==> src/rtl/rr_arb_pkg.sv <==
// Shared types and constants for the round-robin mux arbiter.
//   arb_state_t : arbiter FSM states (IDLE, BUSY)
//   N_REQ/SEL_W : requester count and select width
//   onehot()    : select index -> one-hot grant vector
package rr_arb_pkg;

    localparam int N_REQ = 8;
    localparam int SEL_W = 3;

    typedef enum logic {
        IDLE = 1'b0,
        BUSY = 1'b1
    } arb_state_t;

    function automatic logic [N_REQ-1:0] onehot(input logic [SEL_W-1:0] idx);
        return N_REQ'(1) << idx;
    endfunction

endpackage

==> src/rtl/rr_pick_8.sv <==
// Combinational rotating-priority picker for 8 requesters.
//   req  : request vector
//   last : most recently served requester; last+1 has top priority
//   win  : index of first requester found scanning last+1, last+2, ... mod 8
//   any  : at least one request present (win is meaningless when 0)
module rr_pick_8
    import rr_arb_pkg::*;
(
    input  logic [N_REQ-1:0] req,
    input  logic [SEL_W-1:0] last,
    output logic [SEL_W-1:0] win,
    output logic             any
);

    // Scan from lowest to highest priority so the highest-priority hit
    // is the last assignment. Offset 8 wraps to last itself (lowest priority).
    always_comb begin
        win = '0;
        for (int i = N_REQ; i >= 1; i--) begin
            if (req[last + SEL_W'(i)]) begin
                win = last + SEL_W'(i);
            end
        end
    end

    assign any = |req;

endmodule

==> src/rtl/rr_mux_arbiter.sv <==
// Round-robin arbiter in front of a shared 8:1 operand mux.
//   clk, rst : clock and synchronous active-high reset
//   req      : per-requester request lines
//   a0..a7   : per-requester operands (DW bits)
//   grant    : one-hot grant, zero when idle
//   sel      : index of granted requester, held for the whole tenure
//   busy     : a grant is active
//   y        : registered a[sel], lags grant by one cycle
//   y_valid  : y holds data from an active grant
//
// state | meaning
// IDLE  | no grant; waiting for any request
// BUSY  | requester sel owns the mux for up to MAX_HOLD cycles
module rr_mux_arbiter
    import rr_arb_pkg::*;
#(
    parameter int DW       = 3,
    parameter int MAX_HOLD = 4
) (
    input  logic             clk,
    input  logic             rst,
    input  logic [N_REQ-1:0] req,
    input  logic [DW-1:0]    a0,
    input  logic [DW-1:0]    a1,
    input  logic [DW-1:0]    a2,
    input  logic [DW-1:0]    a3,
    input  logic [DW-1:0]    a4,
    input  logic [DW-1:0]    a5,
    input  logic [DW-1:0]    a6,
    input  logic [DW-1:0]    a7,
    output logic [N_REQ-1:0] grant,
    output logic [SEL_W-1:0] sel,
    output logic             busy,
    output logic [DW-1:0]    y,
    output logic             y_valid
);

    localparam int HOLD_W = (MAX_HOLD > 1) ? $clog2(MAX_HOLD) : 1;
    localparam logic [HOLD_W-1:0] HOLD_LAST = HOLD_W'(MAX_HOLD - 1);

    arb_state_t        state, state_nxt;
    logic [N_REQ-1:0]  grant_nxt;
    logic [SEL_W-1:0]  sel_nxt;
    logic [SEL_W-1:0]  last, last_nxt;
    logic [HOLD_W-1:0] hold_cnt, hold_nxt;
    logic [DW-1:0]     y_nxt;
    logic              y_valid_nxt;

    logic [DW-1:0]     a_arr [N_REQ];
    logic [SEL_W-1:0]  pick_last;
    logic [SEL_W-1:0]  win;
    logic              any;
    logic              tenure_end;

    assign a_arr[0] = a0;
    assign a_arr[1] = a1;
    assign a_arr[2] = a2;
    assign a_arr[3] = a3;
    assign a_arr[4] = a4;
    assign a_arr[5] = a5;
    assign a_arr[6] = a6;
    assign a_arr[7] = a7;

    // While busy, the current holder becomes "last" at tenure end, so rotate
    // from sel directly; that lets the next winner be granted with no idle gap.
    assign pick_last  = (state == BUSY) ? sel : last;
    assign tenure_end = !req[sel] || (hold_cnt == HOLD_LAST);

    rr_pick_8 u_pick (
        .req  (req),
        .last (pick_last),
        .win  (win),
        .any  (any)
    );

    always_ff @(posedge clk) begin
        if (rst) begin
            state    <= IDLE;
            grant    <= '0;
            sel      <= '0;
            last     <= SEL_W'(N_REQ - 1);
            hold_cnt <= '0;
            y        <= '0;
            y_valid  <= 1'b0;
        end else begin
            state    <= state_nxt;
            grant    <= grant_nxt;
            sel      <= sel_nxt;
            last     <= last_nxt;
            hold_cnt <= hold_nxt;
            y        <= y_nxt;
            y_valid  <= y_valid_nxt;
        end
    end

    always_comb begin
        state_nxt   = state;
        grant_nxt   = grant;
        sel_nxt     = sel;
        last_nxt    = last;
        hold_nxt    = hold_cnt;
        y_nxt       = '0;
        y_valid_nxt = 1'b0;

        case (state)
            IDLE: begin
                if (any) begin
                    state_nxt = BUSY;
                    grant_nxt = onehot(win);
                    sel_nxt   = win;
                    hold_nxt  = '0;
                end else begin
                    grant_nxt = '0;
                    sel_nxt   = '0;
                end
            end
            BUSY: begin
                y_nxt       = a_arr[sel];
                y_valid_nxt = 1'b1;
                if (!tenure_end) begin
                    hold_nxt = hold_cnt + HOLD_W'(1);
                end else begin
                    last_nxt = sel;
                    hold_nxt = '0;
                    if (any) begin
                        grant_nxt = onehot(win);
                        sel_nxt   = win;
                    end else begin
                        state_nxt = IDLE;
                        grant_nxt = '0;
                        sel_nxt   = '0;
                    end
                end
            end
            default: begin
                state_nxt = IDLE;
                grant_nxt = '0;
                sel_nxt   = '0;
                hold_nxt  = '0;
            end
        endcase
    end

    assign busy = (state == BUSY);

endmodule

==> config.mk <==
export PLATFORM = sky130hd
export DESIGN_NAME = rr_mux_arbiter
export DESIGN_NICKNAME = d
export VERILOG_FILES = /design/src/rtl/rr_arb_pkg.sv /design/src/rtl/rr_pick_8.sv /design/src/rtl/rr_mux_arbiter.sv
export SDC_FILE = /design/constraint.sdc
export NUM_CORES = 1
export LEC_CHECK = 0
export CAP_MARGIN = 10
export CORE_MARGIN = 2
export CORE_UTILIZATION = 45
export DETAILED_ROUTE_END_ITERATION = 8
export PLACE_DENSITY = 0.73
export SLEW_MARGIN = 10
export SYNTH_ARGS = -nofsm -noshare
export SYNTH_HDL_FRONTEND = slang
export SYNTH_SLANG_ARGS = --single-unit
==> constraint.sdc <==
create_clock -name clk -period 6.4 [get_ports clk]
set_input_delay 1.28 -clock clk [delete_from_list [all_inputs] [get_ports clk]]
set_output_delay 1.28 -clock clk [all_outputs]
set_load 0.02 [all_outputs]
* Word level (Yosys, flattened, before mapping) *
Index checks and enable logic that the tools add are counted.

word-level totals
  word-level logic and storage cells = 79
  flip-flop bits (word level) = 21
  output and inout port bits = 16

operators by class
  multiplexer cells = 43
  shift operators = 1
  reductions and logical operators = 5
  bitwise logic cells = 2
  equal/unequal tests = 3
  order comparisons = 10
  add/sub/neg operators = 8

operator list
  operator             number
  $mux 3               13
  $lt 3x4->1 const B   9
  $bmux 1 s3           9
  $mux 8               2
  $pmux 8 s2           1
  $add 3x3->3 const B  4
  $mux 1               12
  $bmux 3 s3           1
  $reduce_or 8->1      1
  $shl 1x3->8 const A  1
  $add 3x2->3 const B  2
  $pmux 3 s2           1
  $ge 4x4->1 const B   1
  $mux 2               2
  $not 3->4            1
  $pmux 2 s2           1
  $add 3x1->3 const B  1
  $add 2x1->2 const B  1
  $eq 2x2->1 const B   1
  $ne 2x1->1 const B   1
  $ne 2x2->1 const B   1
  $pmux 1 s2           1
  $reduce_and 2->1     1
  $reduce_or 2->1      1
  3 further kinds      3

* Logic depth before layout (Yosys ltp) *
Gate-level depths: netlist of the first run.

  depth in word-level cells = 15
  depth in mapped cells = 13
  gate-level depth less buffers = 10

* Cells and area by module *
A second synthesis of the first run with hierarchy kept.

second synthesis, totals
  cells, all modules = 223
  area, all modules = 2003.2 µm²

modules (own cells, without submodules)
  module          sequential area each (µm²)  cells an instance  area an instance (µm²)  instances
  rr_mux_arbiter  420.4                       124                1182.4                  1
  rr_pick_8       0.0                         99                 820.8                   1

* Worst setup path after synthesis of the first run *
Ideal clock, no wire load.

  kind = register to register
  from = register state (netlist: busy)
  to = register grant[4]
  setup time = 0.117 ns
  clock period less this slack = 3.291 ns
  path slack = 3.109 ns
  data arrival time = 3.174 ns
  cell stages (with the launch flop) = 11
  path through = dfxtp_1 -> mux2i_4 -> buf_4 -> ha_1 -> buf_1 -> mux4_2 -> nand2_1 -> o211ai_1 -> or3_4 -> and2_4 -> a32o_1

between the ends
  cells in the longest elaborated chain, start to end = 15
  elaborated cells on any way between the ends = 38
  classes of those cells = add/sub: 7; eq/ne: 1; shift: 1; mux: 28; bitwise: 1

RTL lines
  what                                                    RTL line                                      text
  start: declaration                                      rr_mux_arbiter.sv:41                          arb_state_t state, state_nxt;
  start signal: assignment                                rr_mux_arbiter.sv:86                          state <= state_nxt;
  $mux 3                                                  rr_mux_arbiter.sv:66                          assign pick_last = (state == BUSY) ? sel : last;
  $add 3x3->3 or $bmux 1 s3 (tied branches)               rr_pick_8.sv:20, rr_pick_8.sv:21
  $bmux 1 s3 or $mux 1 (tied branches)                    rr_pick_8.sv:20                               if (req[last + SEL_W'(i)]) begin
  $mux 1 (not written as such) or $mux 3 (tied branches)  rr_pick_8.sv:20
  $mux 3 (7 in a row)                                     rr_pick_8.sv:20
  $shl 1x3->8                                             rr_arb_pkg.sv:16                              return N_REQ'(1) << idx;
  $mux 8                                                  rr_mux_arbiter.sv:107, rr_mux_arbiter.sv:125
  $mux 8                                                  rr_mux_arbiter.sv:120                         if (!tenure_end) begin
  $pmux 8 s2                                              rr_mux_arbiter.sv:105                         case (state)
  end signal: assignment                                  rr_mux_arbiter.sv:87                          grant <= grant_nxt;
  end: declaration                                        rr_mux_arbiter.sv:31                          output logic [N_REQ-1:0] grant,

Parallel ways exist; a longest one is shown, timed or not. The select of a mux whose other input is x is not followed.
A chain may end at the register's enable or synchronous reset.

* Final worst setup path of the first run *
  from = register state (netlist: busy)
  to = register grant[1]

Same word-level chain as after synthesis.

==> impl_metrics.json, run 1 <==
{
  "synthMuxAreaShare_pct": 34.1,
  "synth_xor_area_share_pct": 2.01,
  "cts.sink_count": 21,
  "worstPathRequired_ps": 6610,
  "synthAdderAreaFrac_pct": 1.77,
  "power.density_mw_per_mm2": 443,
  "drive_gt1_share_pct": 13.5,
  "fin_util_pct": 58.6,
  "vias_per_cell": 6.36,
  "routed_wl_mm": 5.63,
  "start_util_pct": 47.6,
  "grt_pass1_vias": 1856,
  "yosys.area_share.simple_pct": 15.1,
  "vias": 1985,
  "hp-class": "register to register",
  "vdd_ir_drop_max_v": 0.000162,
  "synth_seq_area_share_pct": 19.9,
  "die-area_sq_mm": 0.00527,
  "ctsResizeCount": 0,
  "startpoint_type": "register",
  "avgSynthCellArea_sq_um": 9.28,
  "cts_tree": "yes",
  "slew_violations": 0,
  "tightest_slew_ps": 1010,
  "fill_cells": 409,
  "fp.dieW_um": 72.6,
  "grt.total_usage_pct": 22.2,
  "dp.final_hpwl_mm": 4.15,
  "synthFlopType": "dfxtp_1",
  "gp_congestion": 0.911,
  "grt_overflow": 0,
  "fmaxAchievable_mhz": 233,
  "p_leak_nw": 0.986,
  "crit_type": "register to register",
  "status": "finished, final reports clean",
  "yosys.cell_types.count": 58,
  "rows": 24,
  "clk_pin_slew_ps": 80,
  "cp_max_fo": 16,
  "rsz0062_at_grt": "false",
  "die_y_um": 72.6,
  "port_buffers": 49,
  "grt_pass1_wl_mm": 9.34,
  "grt_max_degree": 18,
  "layout_common_cells": "clkdlybuf4s50_1, mux2i_1, dfxtp_1",
  "maxSlewHeadroom_pct": 31.1,
  "syn_nets": 265,
  "ys_warn_count": 0,
  "drc": 0,
  "async_reset_ff_share_pct": 0,
  "nets": 298,
  "synth_edf_count": 0,
  "hold_buffers": 0,
  "finalClockSkew_ps": 9.70,
  "clk_latency_ps": 270,
  "maxCapViolCount": 0,
  "hold_violations": 0,
  "max-clock-path-buffers": 2,
  "synth-compound-area-share_pct": 20.5,
  "cts_made_buffers": 3,
  "synthesis.area_sq_mm": 0.00212,
  "wl_per_cell_um": 18.0,
  "cts_setup_buffers": 0,
  "end_kind": "register",
  "synth_top_family_by_area": "multiplexers",
  "setup-tns-final_ps": 0,
  "final_common_cell": "clkdlybuf4s50_1",
  "ios": 50,
  "drt.antenna.violating_nets": 0,
  "r2r_slack_ps": 2120,
  "h-tree-depth": 1,
  "crit_arrival_ps": 4490,
  "drt_iter0_markers": 154,
  "setup_violations": 0,
  "post-route-period-util_pct": 66.9,
  "syn_to_final_growth_pct": 23.1,
  "cts.root.buffer_cell": "clkbuf_8",
  "grt_antenna_before_repair": 0,
  "timing.final.crit_period_ps": 4280,
  "ys_seq_elements": 21,
  "antennaDiodeCount": 0,
  "dr.pass1.iters": 4,
  "synthCells": 228,
  "core_area_sq_mm": 0.00444
}
cells by family (layout without fill, tap and decap cells):
kind of cell    count (synthesis)  count (layout)
simple gates                   66              66
compound gates                 57              57
mux                            49              49
buf+inv                        28              60
flops                          21              21
xor+xnor                        4               4
fa+ha+maj                       3               3
cell usage after synthesis, drive strengths merged (2+ instances only):
library cell	count	area share, %
nor2b	2	0.59
xnor2	4	2.0
ha	3	1.8
a211o	3	1.2
nand2	19	3.4
inv	5	0.89
clkinv	2	0.35
o211ai	5	1.8
buf	10	3.4
a311oi	2	0.83
mux4	16	17
mux2i	27	14
a2111oi	2	0.83
and2	3	1.1
o21ai	7	1.7
mux2	6	3.4
a22oi	4	1.4
nand2b	4	1.2
clkbuf	11	2.0
nor4	3	0.89
a21oi	6	1.4
dfxtp	21	20
nor3	7	1.7
nor2	20	3.5
a31oi	2	0.59
a32o	9	4.3
o2111ai	2	0.83
o22ai	4	1.2
report_power, final:
part	switching [mW]	internal [mW]	leakage, nW	total [mW]
Combinational	0.452	0.399	0.788	0.850
Sequential	0.0433	0.171	0.172	0.214
Clock	0.0456	0.0435	0.0255	0.0891
Total	0.541	0.613	0.986	1.15
flip-flops by register name, indices dropped and copies added, names as in the netlist:
| name | cells |
|---|---|
| y_valid | 1 |
| sel | 3 |
| hold_cnt | 2 |
| busy | 1 |
| last | 3 |
| y | 3 |
| grant | 8 |
metrics by stage:
step	total power [mW]	hold slack, ps	area (sq um)	setup slack, ps	std cells
4_1_cts	1.15	471	2600	2220	312
6_report	1.15	467	2600	2120	312
3_5_place_dp	1.06	453	2560	2240	308
2_1_floorplan	0.862	435	2120	3110	228
5_1_grt	1.24	488	2600	1740	312
3_3_place_gp	1.05	456	2560	2420	308
critical path: stages (launching register included):
cell     delay (ps)
dfxtp_1         640
mux2i_1         790
inv_1           480
ha_1            400
xnor2_1         530
mux4_2          420
a32o_1          260
and2_4          160
a31oi_1         320
a32o_1          220
worst paths after layout:
kind / depth (start not counted) / start / end
worst min-delay path: 1 / grant[5] / grant[5]
worst max register to register: 9 / busy / grant[1]
worst max-delay path: 9 / busy / grant[1]
worst min register to register: 1 / grant[5] / grant[5]
cell type report:
| cell class | count | area, sq um | area share, % |
|---|---|---|---|
| repair buffers | 49 | 490 | 18.8 |
| well taps | 52 | 65.1 | 2.50 |
| clock inverters | 1 | 5.00 | 0.192 |
| inverters | 7 | 26.3 | 1.01 |
| clock buffers | 3 | 41.3 | 1.59 |
| multi-input cells | 179 | 1560 | 59.7 |
| flip-flops and latches | 21 | 420 | 16.1 |
per-layer routing:
metal / vias up / GRT usage, % / part of all wire (%)
met2: 92 / 36.9 / 47
met3: 11 / 4.97 / 8.4
li1: 949 / - / -
met1: 933 / 30.3 / 43
met4: 0 / 3.09 / 1.3
met5: - / 0 / 0
Note: power is estimated with default switching activity, not from simulation.
==> inputs of run 2 (changes only) <==
clock period = 4 ns   (was 6.4 ns; I/O delays follow)
==> run 2 against run 1 <==
Setup slack lost 1700 ps. Power rose by 64%. Register-to-register slack got worse by 1700 ps. Combinational power grew 69%. Maximum frequency up 21%. Global-route usage about the same. Highest routed layer unchanged. First-iteration DRC count fell by 0.65%. Clock-buffer cell count unchanged.
==> impl_metrics.json, run 2 (synthesis results as in run 1) <==
{
  "p_leak_nw": 1.03,
  "worstPathRequired_ps": 4200,
  "drt.antenna.violating_nets": 0,
  "tightest_slew_ps": 581,
  "crit_arrival_ps": 3750,
  "cts.sink_count": 21,
  "maxSlewHeadroom_pct": 60.2,
  "layout_common_cells": "clkdlybuf4s50_1, mux2i_1, dfxtp_1",
  "power.density_mw_per_mm2": 710,
  "grt_pass1_vias": 1926,
  "crit_slowest_cell": "dfxtp_1",
  "max-clock-path-buffers": 2,
  "cp_top_family": "multiplexers",
  "reg2regPathDepth": 9,
  "antennaDiodeCount": 0,
  "drc": 0,
  "fill_cells": 404,
  "critPathMaxStageDelay_ps": 640,
  "vias": 2076,
  "clk_latency_ps": 260,
  "hold_depth": 1,
  "slew_violations": 0,
  "grt_antenna_before_repair": 0,
  "cts.root.buffer_cell": "clkbuf_8",
  "status": "finished, final reports clean",
  "timing.final.crit_period_ps": 3550,
  "cp_num_buf_inv": 1,
  "crit_top_cell": "a32o_1",
  "finalClockSkew_ps": 5.24,
  "grt.total_usage_pct": 22.2,
  "maxCapViolCount": 0,
  "gp_congestion": 0.878,
  "hp-class": "register to register",
  "die_y_um": 72.6,
  "crit_chain": "mux2i_1 > inv_1 > ha_1 > xnor2_1 > mux4_2 > a32o_1 > and2_4 > a31oi_1 > a32o_1",
  "h-tree-depth": 1,
  "power_mw": 1.90,
  "dr.pass1.iters": 4,
  "drive_gt1_share_pct": 16.4,
  "cts_made_buffers": 3,
  "largest_reg_flops": 8,
  "ios": 50,
  "post-route-period-util_pct": 88.6,
  "fin_util_pct": 60.1,
  "start_util_pct": 47.6,
  "syn_to_final_growth_pct": 26.3,
  "dp.final_hpwl_mm": 4.46,
  "rsz0062_at_grt": "false",
  "core_area_sq_mm": 0.00444,
  "fp.dieW_um": 72.6,
  "hold_violations": 0,
  "nets": 307,
  "routed_wl_mm": 5.75,
  "port_buffers": 49,
  "crit_type": "register to register",
  "end_kind": "register",
  "final_common_cell": "clkdlybuf4s50_1",
  "clk_pin_slew_ps": 80,
  "fmaxAchievable_mhz": 282,
  "startpoint_type": "register",
  "largest_register": "grant",
  "vias_per_cell": 6.47,
  "wl_per_cell_um": 17.9,
  "rows": 24,
  "setup_violations": 0,
  "cts_tree": "yes",
  "setup-tns-final_ps": 0,
  "die-area_sq_mm": 0.00527,
  "cts_setup_buffers": 0,
  "hold_buffers": 0,
  "grt_max_degree": 18,
  "ctsResizeCount": 0,
  "drt_iter0_markers": 153,
  "grt_pass1_wl_mm": 9.42,
  "cp_num_cells": 9,
  "vdd_ir_drop_max_v": 0.000314,
  "cp_max_fo": 12,
  "grt_overflow": 0
}
-- run 2: changes by cell type in the layout (fill, tap and decap cells not counted) --
cell   previous run  this run
buf_4             0         9
-- run 2: worst register-to-register path: cells and delay by family, from the launching register on --
| kind | cells | cell delay [ps] |
|---|---|---|
| mux | 2 | 930 |
| compound gates | 3 | 830 |
| flops | 1 | 640 |
| xor+xnor | 1 | 530 |
| fa+ha+maj | 1 | 270 |
| simple gates | 1 | 160 |
| buf+inv | 1 | 120 |
-- run 2: power breakdown --
part           internal [mW]  switching [mW]  total [mW]
Combinational          0.677           0.763        1.44
Sequential             0.274          0.0422       0.316
Clock                 0.0695          0.0709       0.140
-- run 2: layout make-up --
class                           count  area (sq um)  share of cell area, %
Inverter                            7          26.3                  0.984
Sequential cell                    21           420                   15.7
Tap cell                           52          65.1                   2.44
Multi-Input combinational cell    179          1560                   58.2
Clock inverter                      1          5.00                  0.187
Timing Repair Buffer               58           558                   20.9
Clock buffer                        3          41.3                   1.55
-- run 2: worst paths after layout --
path	endpoint	slack [ps]	startpoint
max reg2reg	grant[5]	450	busy
min	grant[7]	470	grant[7]
max	grant[5]	450	busy
min reg2reg	grant[7]	470	grant[7]
-- run 2: per-stage QoR --
step / cell area, sq um / hold WS (ps) / std cells / setup WS [ps]
after global routing: 2670 / 488 / 321 / 129
after floorplan: 2120 / 435 / 228 / 709
after CTS: 2670 / 479 / 321 / 512
final: 2670 / 474 / 321 / 455
after detailed placement: 2630 / 460 / 317 / 537
after global placement: 2630 / 458 / 317 / 573
-- run 2: per-layer routing --
layer	vias to the layer above	GRT usage, %	share of wire (%)	routed length, um
met4	0	3.09	0.70	40
met2	108	38.7	50	2880
met3	6	3.18	7.4	425
met1	996	29.9	42	2410
li1	966	-	-	-
met5	-	0	0	0
==> inputs of run 3 (changes only) <==
ABC_CLOCK_PERIOD_IN_PS = 4000   (was unset)
==> results of run 3 <==
The final DEF is identical to that of run 2; final timing and power are the same.
